--- config.mk ---
export PLATFORM = sky130hd
export DESIGN_NAME = flag_register_unit
export DESIGN_NICKNAME = d
export VERILOG_FILES = /design/src/rtl/flag_register_unit.sv
export SDC_FILE = /design/constraint.sdc
export NUM_CORES = 1
export LEC_CHECK = 0
export CAP_MARGIN = 25
export CORE_AREA = 2 2 65 67
export CTS_CLUSTER_DIAMETER = 150
export CTS_CLUSTER_SIZE = 25
export DETAILED_ROUTE_END_ITERATION = 12
export DIE_AREA = 0 0 67 69
export SYNTH_ARGS = -nofsm -noshare
export SYNTH_HDL_FRONTEND = slang
export SYNTH_SLANG_ARGS = --single-unit
--- constraint.sdc ---
create_clock -name clk -period 1.72 [get_ports clk]
set_input_delay 0.344 -clock clk [delete_from_list [all_inputs] [get_ports clk]]
set_output_delay 0.344 -clock clk [all_outputs]
set_load 0.01 [all_outputs]
--- src/rtl/flag_register_unit.sv ---
// Flag pipeline from EX to commit, with the architectural flag register and an interrupt shadow copy.
// Commit latency is COMMIT_DEPTH edges. A stall freezes the pipe and drops the input. Forwarding and the condition are combinational.
module flag_register_unit #(
  parameter int FLAG_W       = 4,
  parameter int COMMIT_DEPTH = 2
) (
  input  logic              clk,
  input  logic              reset_n,
  input  logic [FLAG_W-1:0] flag_set_input,
  input  logic              flag_write_en,
  input  logic [FLAG_W-1:0] flag_mask,
  input  logic              stall,
  input  logic              flush,
  input  logic              irq_save,
  input  logic              irq_restore,
  input  logic [2:0]        cond_code,
  output logic [FLAG_W-1:0] flags_committed,
  output logic [FLAG_W-1:0] flags_forwarded,
  output logic              cond_true,
  output logic              flags_pending
);

  localparam int Z_B = FLAG_W - 1;
  localparam int S_B = FLAG_W - 2;
  localparam int C_B = FLAG_W - 3;
  localparam int V_B = FLAG_W - 4;
  localparam int OLD = COMMIT_DEPTH - 1;

  logic              ent_vld  [COMMIT_DEPTH];
  logic [FLAG_W-1:0] ent_mask [COMMIT_DEPTH];
  logic [FLAG_W-1:0] ent_dat  [COMMIT_DEPTH];
  logic [FLAG_W-1:0] committed_q;
  logic [FLAG_W-1:0] shadow_q;
  logic [FLAG_W-1:0] commit_val;
  logic [FLAG_W-1:0] fwd;
  logic              commit_fire;

  // Flush does not block the commit of the oldest entry; only stall does.
  assign commit_fire = ent_vld[OLD] & ~stall;

  always_comb begin
    commit_val = committed_q;
    if (commit_fire) begin
      commit_val = (committed_q & ~ent_mask[OLD]) | (ent_dat[OLD] & ent_mask[OLD]);
    end
  end

  always_ff @(posedge clk or negedge reset_n) begin
    if (!reset_n) begin
      for (int i = 0; i < COMMIT_DEPTH; i++) begin
        ent_vld[i]  <= 1'b0;
        ent_mask[i] <= '0;
        ent_dat[i]  <= '0;
      end
    end else if (flush) begin
      for (int i = 0; i < COMMIT_DEPTH; i++) begin
        ent_vld[i] <= 1'b0;
      end
    end else if (!stall) begin
      ent_vld[0]  <= flag_write_en;
      ent_mask[0] <= flag_mask;
      ent_dat[0]  <= flag_set_input;
      for (int i = 1; i < COMMIT_DEPTH; i++) begin
        ent_vld[i]  <= ent_vld[i-1];
        ent_mask[i] <= ent_mask[i-1];
        ent_dat[i]  <= ent_dat[i-1];
      end
    end
  end

  // Restore beats both a same-edge commit and a same-edge save.
  always_ff @(posedge clk or negedge reset_n) begin
    if (!reset_n) begin
      committed_q <= '0;
      shadow_q    <= '0;
    end else if (irq_restore) begin
      committed_q <= shadow_q;
    end else begin
      committed_q <= commit_val;
      if (irq_save) begin
        shadow_q <= commit_val;
      end
    end
  end

  always_comb begin
    fwd = committed_q;
    for (int i = OLD; i >= 0; i--) begin
      if (ent_vld[i]) begin
        fwd = (fwd & ~ent_mask[i]) | (ent_dat[i] & ent_mask[i]);
      end
    end
    if (flag_write_en && !flush) begin
      fwd = (fwd & ~flag_mask) | (flag_set_input & flag_mask);
    end
  end

  always_comb begin
    case (cond_code)
      3'd0:    cond_true = 1'b1;
      3'd1:    cond_true = fwd[Z_B];
      3'd2:    cond_true = ~fwd[Z_B];
      3'd3:    cond_true = fwd[S_B];
      3'd4:    cond_true = ~fwd[S_B];
      3'd5:    cond_true = fwd[C_B];
      3'd6:    cond_true = fwd[V_B];
      default: cond_true = fwd[S_B] ^ fwd[V_B];
    endcase
  end

  always_comb begin
    flags_pending = 1'b0;
    for (int i = 0; i < COMMIT_DEPTH; i++) begin
      flags_pending = flags_pending | ent_vld[i];
    end
  end

  assign flags_committed = committed_q;
  assign flags_forwarded = fwd;

endmodule

==> Word level (Yosys, flattened, before mapping) <==
Index checks and enable logic that the tools add are counted.
{ "word_totals": {"input_bits": 18, "word_cells": 48, "output_inout_bits": 10, "ff_bits": 26} }
{ "classes": {"n_mux": 8, "n_eq_ne": 7, "reduce_logical": 5, "bitwise_logic": 20} }
{ "op_table": {"columns": ["operator", "n"], "rows": [
  ["AND 4 bit", 6],
  ["2-to-1 mux 4 bit", 5],
  ["inverter 4 bit", 3],
  ["bitwise OR 4 bit", 3],
  ["equality test 3 bit, second input constant", 3],
  ["case mux 1 bit (7 select lines)", 1],
  ["equality test 3 x 2 -> 1 bit, second input constant", 2],
  ["inverter 1 bit", 5],
  ["2-to-1 mux 2 bit", 2],
  ["AND reduction 2 bit", 2],
  ["equality test 3 x 1 -> 1 bit, second input constant", 1],
  ["zero test 3 bit", 1],
  ["!= test 2 x 1 -> 1 bit, second input constant", 1],
  ["AND 1 bit", 1],
  ["logical AND 1 bit", 1],
  ["zero test 1 bit", 1],
  ["bitwise OR 1 bit", 1],
  ["XOR 1 bit", 1]
]} }

==> Longest topological paths before layout <==
{ "depth": {"word_depth": 12, "mapped_depth": 6, "depth_no_buf": 5} }

==> Least setup slack after synthesis <==
Ideal clock, no wire load.
{ "synth_timing": {"path_type": "reg-to-output", "from": "register ent_vld[0] (netlist bit)", "to": "output port cond_true", "stages_incl_launch_ff": 7, "setup_slack_ns": -0.121, "n_path_buf": 1, "arrival_time_ns": 1.497, "required_ns": 1.376, "cell_sequence": "dfrtp_1 buf_2 a21bo_2 a311oi_1 o21ai_1 xnor2_1 o2111ai_1"} }
{ "synth_via": {"elab_chain_cells": 9, "elab_cells_between_ends": 11, "classes_between": "mux: 4; bitwise: 7"} }
{ "synth_lines": {"columns": ["item", "line", "rtl"], "rows": [
  ["start, declared", "29", "logic ent_vld [COMMIT_DEPTH];"],
  ["start signal, assigned by index", "64", "ent_vld[i] <= ent_vld[i-1];"],
  ["2-to-1 mux 4 bit (*)", "89", "if (ent_vld[i]) begin"],
  ["AND 4 bit", "90", "fwd = (fwd & ~ent_mask[i]) | (ent_dat[i] & ent_mask[i]);"],
  ["bitwise OR 4 bit", "90", null],
  ["2-to-1 mux 4 bit (*)", "89", null],
  ["AND 4 bit", "94", "fwd = (fwd & ~flag_mask) | (flag_set_input & flag_mask);"],
  ["bitwise OR 4 bit", "94", null],
  ["2-to-1 mux 4 bit (*)", "93", "if (flag_write_en && !flush) begin"],
  ["XOR 1 bit (tied with other cells)", "107", "default: cond_true = fwd[S_B] ^ fwd[V_B];"],
  ["case mux 1 bit (7 select lines) (*)", "99", "case (cond_code)"],
  ["end, declared", "19", "output logic cond_true,"]
]} }
Mark *: on every way between the ends. The rest lies on a longest branch, timed or not.

==> Worst setup path after layout <==
Ends and elaborated chain as after synthesis.

==> results.env <==
FFS_W_ASYNC_S_R_SYNTH=1.00
YOSYS_WARNINGS=0
FINALHOLDVIOLCOUNT=0
FP.DIEAREA_UM2=4620
TIMING.CRITICAL_PATH.ARRIVAL_PS=1880
DRV.MAX_CAP_VIOLATION_COUNT=0
POWER.SWITCHING_FRACTION=0.272
NETLIST_INSTANCES=112
OVERFLOW=0
CRIT_PATH_START_KIND='flop'
POWER.DENSITY_CELL_AREA_nW_PER_UM2=1040
R2R_END='flags_committed[3]'
LAYOUT-DRIVE-GT1-SHARE=0.550
RELATIVE_SLEW_SLACK=0.768
CLOCK_SKEW_PS=2.19
CELLINTERNALPOWER_uW=1600
DETAIL-ROUTE-ANTENNA-NETS=0
YOSYS_REG_BITS=26
PIN_COUNT=28
GRT_PASS1_WL_UM=5800
COMBPWRFRAC=0.384
DP_HPWL_UM=2480
HTREEDEPTH=1
WORST_SETUP_PATH_STARTPOINT='ent_vld[0]'
SEQ_AREA_FRAC_SYNTH=0.494
POWER_FRAC_SEQ=0.381
CLOCKBUFFERDEPTH=2
SETUP_TOTAL_NEGATIVE_SLACK_PS=-1720
SETUP_VIOLATIONS=11
TIMING_MAX_TRANSITION_VIOLATIONS_FINAL=0
DIODES=0
OUTCOME='complete, but fails checks'
WIRE_PER_INST_UM=15.5
VIASPERCELL=4.79
DR.FIRST_ITER.DRC_COUNT=12
SYNTH_ENABLE_FLOP_CELLS=0
TIMING.CRITICAL_PATH.REQUIRED_PS=1380
FIN_CRIT_PS=2230
FINAL_CELL_AREA_UM2=2110
CLK_PIN_SLEW_PS=90
TOP_FANOUT_VALUE_ON_THE_CRITICAL_PATH=5
POST_SYNTHESIS_CELL_TYPE_COUNT=30
DETAILROUTE.VIA_COUNT=1102
R2R_START='ent_vld[0]'
MOST-COMMON-LAYOUT-CELLS='sky130_fd_sc_hd__buf_4, sky130_fd_sc_hd__mux2_2, sky130_fd_sc_hd__dfrtp_1'
CTS_TREE='yes'
CP-END-KIND='output port'
CLOCK_SINK_COUNT=26
TOTAL_NETS_AFTER_SYNTHESIS=130
DIE_W_UM=67
ANTENNA_FOUND_INITIAL=0
PLACEMENT.CELL_AREA_UM2=1870
LAYOUT_COMMONEST_CELL='sky130_fd_sc_hd__buf_4'
DRTPASS1ITERATIONS=4
GLOBALROUTETOTALUTIL=0.165
POSTCTSHOLDBUFS=0
CLOCK-ROOT-BUFFER='sky130_fd_sc_hd__clkbuf_8'
VIAS_IN_THE_FIRST_GLOBAL_ROUTE=1176
TIGHTESTPINTRANSITION_PS=347
IR_WORST_VDD_mV=0.484
RSZ_0062_RAISED_AFTER_GLOBAL_ROUTING='true'
P_LEAK_uW=0.00102
YOSYS_MOST_USED_DFF='sky130_fd_sc_hd__dfrtp_1'
CRITICAL_PATH_CLASS='reg -> out'
SYNTH_AREA_UM2=1320
DESIGN.FINAL.NETS=199
TIMING.REG2REG.WORST_PATH_DEPTH=6
MAX_CLOCK_FREQ_MHz=449
VIOLATIONS='negative setup slack'
FP.DIEH_UM=69
POWER.NET_SWITCHING_uW=599
CLK-INSERTION-DELAY-LATE_PS=270
TRITONCTS.NUM_BUFFERS=3
STARTING_DENSITY_OF_THE_CORE=0.337
GRT_START_MAX_NET_PINS=27
PLACEMENT.SETUP.WORST_SLACK_PS=-1090
PLACE.GP.CONGESTION=0.708
DRC=0
FINAL_CRITICAL_PATH_SETUP_SLACK_PS=-507
REG2REG_SLACK_PS=-20
TIMING.HOLD.WORST.CLASS='in -> async'
MEAN_POST_SYNTH_CELL_AREA_UM2=11.8
LAYOUT_WORST_PATH_CYCLE_SHARE=1.29
PLACEMENT_ROWS=23
ROUTE.FINAL.WIRE_LENGTH_UM=3560
CORE_AREA_UM2=3910
POWER_uW=2200
BUFFER_PORTS.INSERTED=27
FLOW.AREA_GROWTH_FROM_SYNTHESIS_PCT=60.4
POWER_FRAC_CLOCK=0.235
==> synthesized netlist by cell type, types with 2 or more instances <==
| master | instances | share of area |
|---|---|---|
| sky130_fd_sc_hd__or2_2 | 2 | 0.0095 |
| sky130_fd_sc_hd__mux2_2 | 25 | 0.21 |
| sky130_fd_sc_hd__and3_1 | 2 | 0.0095 |
| sky130_fd_sc_hd__dfrtp_1 | 26 | 0.49 |
| sky130_fd_sc_hd__nand2_1 | 11 | 0.031 |
| sky130_fd_sc_hd__and3b_1 | 5 | 0.033 |
| sky130_fd_sc_hd__a21bo_2 | 2 | 0.015 |
| sky130_fd_sc_hd__inv_1 | 2 | 0.0057 |
| sky130_fd_sc_hd__or3_1 | 2 | 0.0095 |
| sky130_fd_sc_hd__a311oi_1 | 2 | 0.013 |
| sky130_fd_sc_hd__o21ai_0 | 2 | 0.0076 |
| sky130_fd_sc_hd__and2_1 | 2 | 0.0095 |
| sky130_fd_sc_hd__mux2i_1 | 4 | 0.030 |
| sky130_fd_sc_hd__nand3_1 | 3 | 0.011 |
| sky130_fd_sc_hd__nor2_1 | 5 | 0.014 |
| sky130_fd_sc_hd__buf_2 | 3 | 0.011 |
==> power by group through the flow <==
stage	Clock (uW)	Combinational, uW	Sequential, uW
2_1_floorplan	0	306	837
3_3_place_gp	0	722	833
3_5_place_dp	0	739	841
4_1_cts	525	800	835
5_1_grt	554	910	856
6_report	517	844	839
==> critical path: stages, from the launching register on <==
cell,delay [ps]
sky130_fd_sc_hd__dfrtp_2,420
sky130_fd_sc_hd__buf_6,140
sky130_fd_sc_hd__and3_1,150
sky130_fd_sc_hd__a221oi_2,220
sky130_fd_sc_hd__o31ai_2,110
sky130_fd_sc_hd__buf_4,150
sky130_fd_sc_hd__a22oi_2,160
sky130_fd_sc_hd__o2111ai_2,110
sky130_fd_sc_hd__buf_2,160
==> final cells by class <==
type	instances	area, um^2
Clock buffer	3	41.3
Clock inverter	1	30.0
Fill cell	365	1800
Inverter	2	7.51
Multi-Input combinational cell	81	736
Sequential cell	26	653
Tap cell	50	62.6
Timing Repair Buffer	67	583
==> sequential cells by signal, summed over array words and instances (netlist names) <==
| signal | flops |
|---|---|
| ent_dat | 8 |
| ent_mask | 8 |
| ent_vld | 2 |
| flags_committed | 4 |
| shadow_q | 4 |
==> what timing repair did <==
item	4_1_cts	5_1_grt
pin swaps	11	9
setup buffers	9	2
resized for setup	46	14
endpoints found under the setup margin	6	13
cloned	0	0
hold endpoints to repair	0	0
==> through the flow <==
stage / utilization / hold slack, ps / cells
final: 0.540 / 430 / 230
after global routing: 0.540 / 456 / 230
after CTS: 0.524 / 435 / 228
after detailed placement: 0.477 / 488 / 215
after global placement: 0.477 / 467 / 215
after floorplan: - / 48.4 / 112
==> worst max path at each step <==
stage                endpoint  slack (ps)  cells after the start
CTS                 cond_true        -510                      7
global route        cond_true        -570                      7
finish              cond_true        -510                      8
floorplan           cond_true           9                      5
global placement    cond_true       -1030                      8
detailed placement  cond_true       -1090                      8
==> metal layers <==
layer  global-route usage  vias up  routed length [um]
met5                    0        -                   0
met4               0.0476        0                  14
met3               0.0228        2                 123
met2                0.267       17                1780
met1                0.227      537                1640
li1                     -      546                   -
==> kinds of logic after synthesis <==
logic type | Yosys count | share of synthesized area
simple gates | 37 | 0.154
xor+xnor | 1 | 0.00665
flops | 26 | 0.494
buf+inv | 5 | 0.0171
compound gates | 14 | 0.0845
mux | 29 | 0.244
(Power assumes the default switching activity.)
==> variant 1: new RTL, config.mk and constraints unchanged <==
Change the parameter `FLAG_W` from 4 to 6.
--- a/src/rtl/flag_register_unit.sv
+++ b/src/rtl/flag_register_unit.sv
@@ -3,3 +3,3 @@
 module flag_register_unit #(
-  parameter int FLAG_W       = 4,
+  parameter int FLAG_W       = 6,
   parameter int COMMIT_DEPTH = 2
Ports: changed (resized flag_mask, flag_set_input, flags_committed and flags_forwarded); port bits go from 28 to 36. The function was not compared with the original's and may differ.
==> variant 1 against the unedited design <==
The run still ends with negative setup slack left; synthesized cell count rose by 38%; area after synthesis rose by 46%; worst setup slack improved by 0.067 ns; clock skew rose by 0.0061 ns; clock power rose by 17%; sequential cell count rose by 12; count of clock-buffer cells in the layout rose by 3; sequential power rose by 44%; die area did not move; total power rose by 30%; routed wire length rose by 19%; final area rose by 32%; critical path depth fell by 2.
==> variant 1: results (changes against the unedited design) <==
----------------------------------------------------
[Run status]
  Status ... finished, violations left (unchanged)
  Violations in the final reports ... negative setup slack (unchanged)

[Logic synthesis]
  Most common library cells after synthesis ... 42 x sky130_fd_sc_hd__mux2_2, 38 x sky130_fd_sc_hd__dfrtp_1, 17 x sky130_fd_sc_hd__nand2_1 (was 26 x sky130_fd_sc_hd__dfrtp_1, 25 x sky130_fd_sc_hd__mux2_2, 11 x sky130_fd_sc_hd__nand2_1)
  Sequential-to-total area share from yosys stat ... 49.5% (was 49.4%)
  Synthesized net count ... 177 (was 130)
  Gate count of the mapped netlist ... 155 (was 112)
  Count of cell types in the netlist ... 33 (was 30)

[Critical path]
  Worst Path Arrival ... 1.82 ns (was 1.88 ns)
  R2R Setup Slk ... 0.14 ns (was -0.02 ns)
  Worst flop-to-flop path endpoint ... shadow_q[4] (was flags_committed[3])
  Worst stage delay on the critical path ... 0.47 ns (was 0.42 ns)
  Max Fanout on Critical Path ... 8 (was 5)

[Placement]
  Placer Congestion ... 0.863 (was 0.708)
  Detailed placer's ending HPWL ... 3120 um (was 2480 um)

[STA]
  Final setup skew ... 0.00830 ns (was 0.00219 ns)
  Final number of setup-violating endpoints ... 8 (was 11)
  Worst-case headroom to the max-slew limit ... 81.3% (was 76.8%)
  Worst Slack Setup Final ... -0.440 ns (was -0.507 ns)

[Route]
  Ratio of routed vias to standard cells ... 5.19 (was 4.79)
  Wire length per cell after detailed routing ... 14.8 um (was 15.5 um)
  DRC marker count from the first detailed-route iteration ... 43 (was 12)

[Pwr]
  Maximum VDD drop ... 572 uV (was 484 uV)
  Portion of total power attributed to the clock network ... 21.1% (was 23.5%)
  Fraction of power consumed by combinational cells ... 36.5% (was 38.4%)
  Standby leakage power ... 0.00132 uW (was 0.00102 uW)

[Layout]
  Fraction of final layout cells with drive strength greater than 1 ... 51.1% (was 55.0%)
  Registers with the most flip-flops ... ent_dat x12, ent_mask x12 (was ent_dat x8, ent_mask x8)
  Ant. Diodes ... 0 (unchanged)
  Number of filler instances in the final layout ... 314 (was 365)

[Clock network]
  Total clock buffers created by CTS ... 5 (was 3)
  Number of setup buffers added after CTS ... 4 (was 9)
  Number of H-tree levels ... 2 (was 1)
  Clock transition time at the flip-flop clock pins of the worst setup and hold paths ... 0.07 ns (was 0.09 ns)
  Number of instances resized during post-cts repair ... 54 (was 46)
  Clock latency on the worst-skew pair ... 0.29 ns (was 0.27 ns)

[Global routing]
  Vias in the first global route ... 1,558 (was 1,176)
  Global-route wire length before repair ... 7220 um (was 5800 um)

----------------------------------------------------
==> variant 1: cell count changes after synthesis, moves of 3 or more <==
cell and change:
sky130_fd_sc_hd__mux2_2 +17, sky130_fd_sc_hd__dfrtp_1 +12, sky130_fd_sc_hd__nand3_1 +3, sky130_fd_sc_hd__nand2_1 +6
==> variant 1: routing by layer <==
metal | global-route usage, % | wire length, um | part of all wire (%) | vias to the layer above
li1 | - | - | - | 729
met1 | 26.8 | 1930 | 46 | 727
met2 | 33.1 | 2110 | 50 | 29
met3 | 5.06 | 155 | 3.7 | 4
met4 | 6.58 | 47 | 1.1 | 0
met5 | 0 | 0 | 0 | -
==> variant 1: kinds of logic (layout without fill, tap and decap cells) <==
| logic type | count (synthesis) | after routing | share of synthesized area, % |
|---|---|---|---|
| buffers and inverters | 8 | 90 | 2.67 |
| XOR/XNOR | 1 | 1 | 0.456 |
| AO/OA/AOI/OAI | 16 | 16 | 8.15 |
| flip-flops | 38 | 38 | 49.5 |
| AND/OR/NAND/NOR | 46 | 46 | 12.5 |
| multiplexers | 46 | 46 | 26.7 |
==> variant 1: metrics by stage <==
stage / TNS (ns) / power, uW / cell area, um^2 / hold slack, ns
3_3_place_gp: -9.88 / 2190 / 2610 / 0.479
3_5_place_dp: -10.28 / 2220 / 2610 / 0.492
2_1_floorplan: 0 / 1680 / 1930 / 0.0484
5_1_grt: -2.87 / 3040 / 2790 / 0.444
4_1_cts: -1.91 / 2870 / 2740 / 0.430
6_report: -2.28 / 2860 / 2790 / 0.442
==> variant 1: layout make-up <==
cell class | instances | area share [%]
Inverter | 1 | 0.135
Clock buffer | 6 | 2.61
Sequential cell | 38 | 34.2
Multi-Input combinational cell | 109 | 34.5
Timing Repair Buffer | 81 | 25.7
Tap cell | 50 | 2.25
Clock inverter | 2 | 0.494
==> variant 2: new RTL, same settings <==
Without the edit above. Register the output `flags_committed` once more, without a reset; this adds one clock of latency there. The other outputs are not delayed to match.
--- a/src/rtl/flag_register_unit.sv
+++ b/src/rtl/flag_register_unit.sv
@@ -117,3 +117,5 @@
 
-  assign flags_committed = committed_q;
+  always_ff @(posedge clk) begin
+    flags_committed <= committed_q;
+  end
   assign flags_forwarded = fwd;
Check against the original RTL: not equivalent (a bounded check fails within 4 cycles, from zero or initial values and one cycle with reset_n low).
==> variant 2 against the unedited design <==
The flow still finishes with violations (negative setup slack); area after synthesis rose by 6.1%; worst setup slack got worse by 0.0091 ns; sequential cell count rose by 4; cell count rose by 2.6%; core utilization rose by 1.6 points; final area rose by 2.9%; critical path depth did not move; total power rose by 6.2%; routed wire length fell by 5.1%; critical path type unchanged.
==> variant 2: results (changes against the unedited design) <==
----------------------------------------------------
[STA]
  Worst Slack Setup Final ... -0.516 ns (was -0.507 ns)
  Final setup skew ... 0.00514 ns (was 0.00219 ns)
  Setup TNS Final ... -1.54 ns (was -1.72 ns)
  Post-Route Hold Slack ... 0.429 ns (was 0.430 ns)
  Final number of setup-violating endpoints ... 10 (was 11)
  Worst-case headroom to the max-slew limit ... 77.3% (was 76.8%)

[Logic synthesis]
  Share of flip-flops with an asynchronous set or reset after synthesis ... 86.7% (was 100%)
  Compound-cell area share of the yosys netlist ... 7.97% (was 8.45%)
  Leading cell types by total area after synthesis ... sky130_fd_sc_hd__dfrtp_1 47%, sky130_fd_sc_hd__mux2_2 20%, sky130_fd_sc_hd__dfxtp_1 5.7% (was sky130_fd_sc_hd__dfrtp_1 49%, sky130_fd_sc_hd__mux2_2 21%, sky130_fd_sc_hd__and3b_1 3.3%)
  Synthesized net count ... 134 (was 130)
  Xor and xnor area share after synthesis ... 0.627% (was 0.665%)
  Sequential-to-total area share from yosys stat ... 52.3% (was 49.4%)

[Placement]
  Pre-CTS setup slack ... -1.06 ns (was -1.09 ns)
  Count of placed standard cells including taps ... 219 (was 215)

[Pwr]
  Power dissipated in sequential cells ... 966 uW (was 839 uW)
  Power Clock ... 586 uW (was 517 uW)
  Maximum VDD drop ... 526 uV (was 484 uV)
  Int Pwr ... 1700 uW (was 1600 uW)
  Switch share ... 27.4% (was 27.2%)
  Standby leakage power ... 0.00102 uW (about the same)

[Clock network]
  Total clock buffers created by CTS ... 5 (was 3)
  Number of instances resized during post-cts repair ... 42 (was 46)
  Number of H-tree levels ... 2 (was 1)
  Clock latency on the worst-skew pair ... 0.29 ns (was 0.27 ns)

[Run status]
  Violations in the final reports ... negative setup slack (unchanged)
  Status ... finished, violations left (unchanged)

[Layout]
  Final nets ... 203 (was 199)
  Fraction of final layout cells with drive strength greater than 1 ... 51.6% (was 55.0%)

[Critical path]
  Max Fanout on Critical Path ... 4 (was 5)
  Worst flop-to-flop path endpoint ... shadow_q[0] (was flags_committed[3])

[Route]
  Wire length per cell after detailed routing ... 14.3 um (was 15.5 um)
  Number of vias in the routed layout ... 1,135 (was 1,102)

[Global routing]
  Vias in the first global route ... 1,218 (was 1,176)
  Global-route wire length before repair ... 5700 um (was 5800 um)

----------------------------------------------------
variant 2: per-layer routing:
| metal | wire length [um] | GRT usage [%] |
|---|---|---|
| met1 | 1570 | 22.1 |
| met5 | 0 | 0 |
| met3 | 179 | 4.08 |
| met4 | 58 | 6.80 |
| met2 | 1570 | 24.9 |
variant 2: cell type report:
class	instances	area [um^2]
inverter	2	7.51
timing repair buffer	65	554
clock inverter	1	5.00
clock buffer	7	86.3
multi-input combinational	81	726
sequential	30	733
tap	50	62.6
fill	359	1740
variant 2: worst max-delay path: stages (launching register included):
cell and delay (ns):
sky130_fd_sc_hd__dfrtp_2 0.43, sky130_fd_sc_hd__buf_4 0.14, sky130_fd_sc_hd__buf_6 0.10, sky130_fd_sc_hd__and3_4 0.14
sky130_fd_sc_hd__a221oi_4 0.23, sky130_fd_sc_hd__o31ai_4 0.11, sky130_fd_sc_hd__a22oi_2 0.17, sky130_fd_sc_hd__o2111ai_2 0.11
sky130_fd_sc_hd__buf_2 0.16
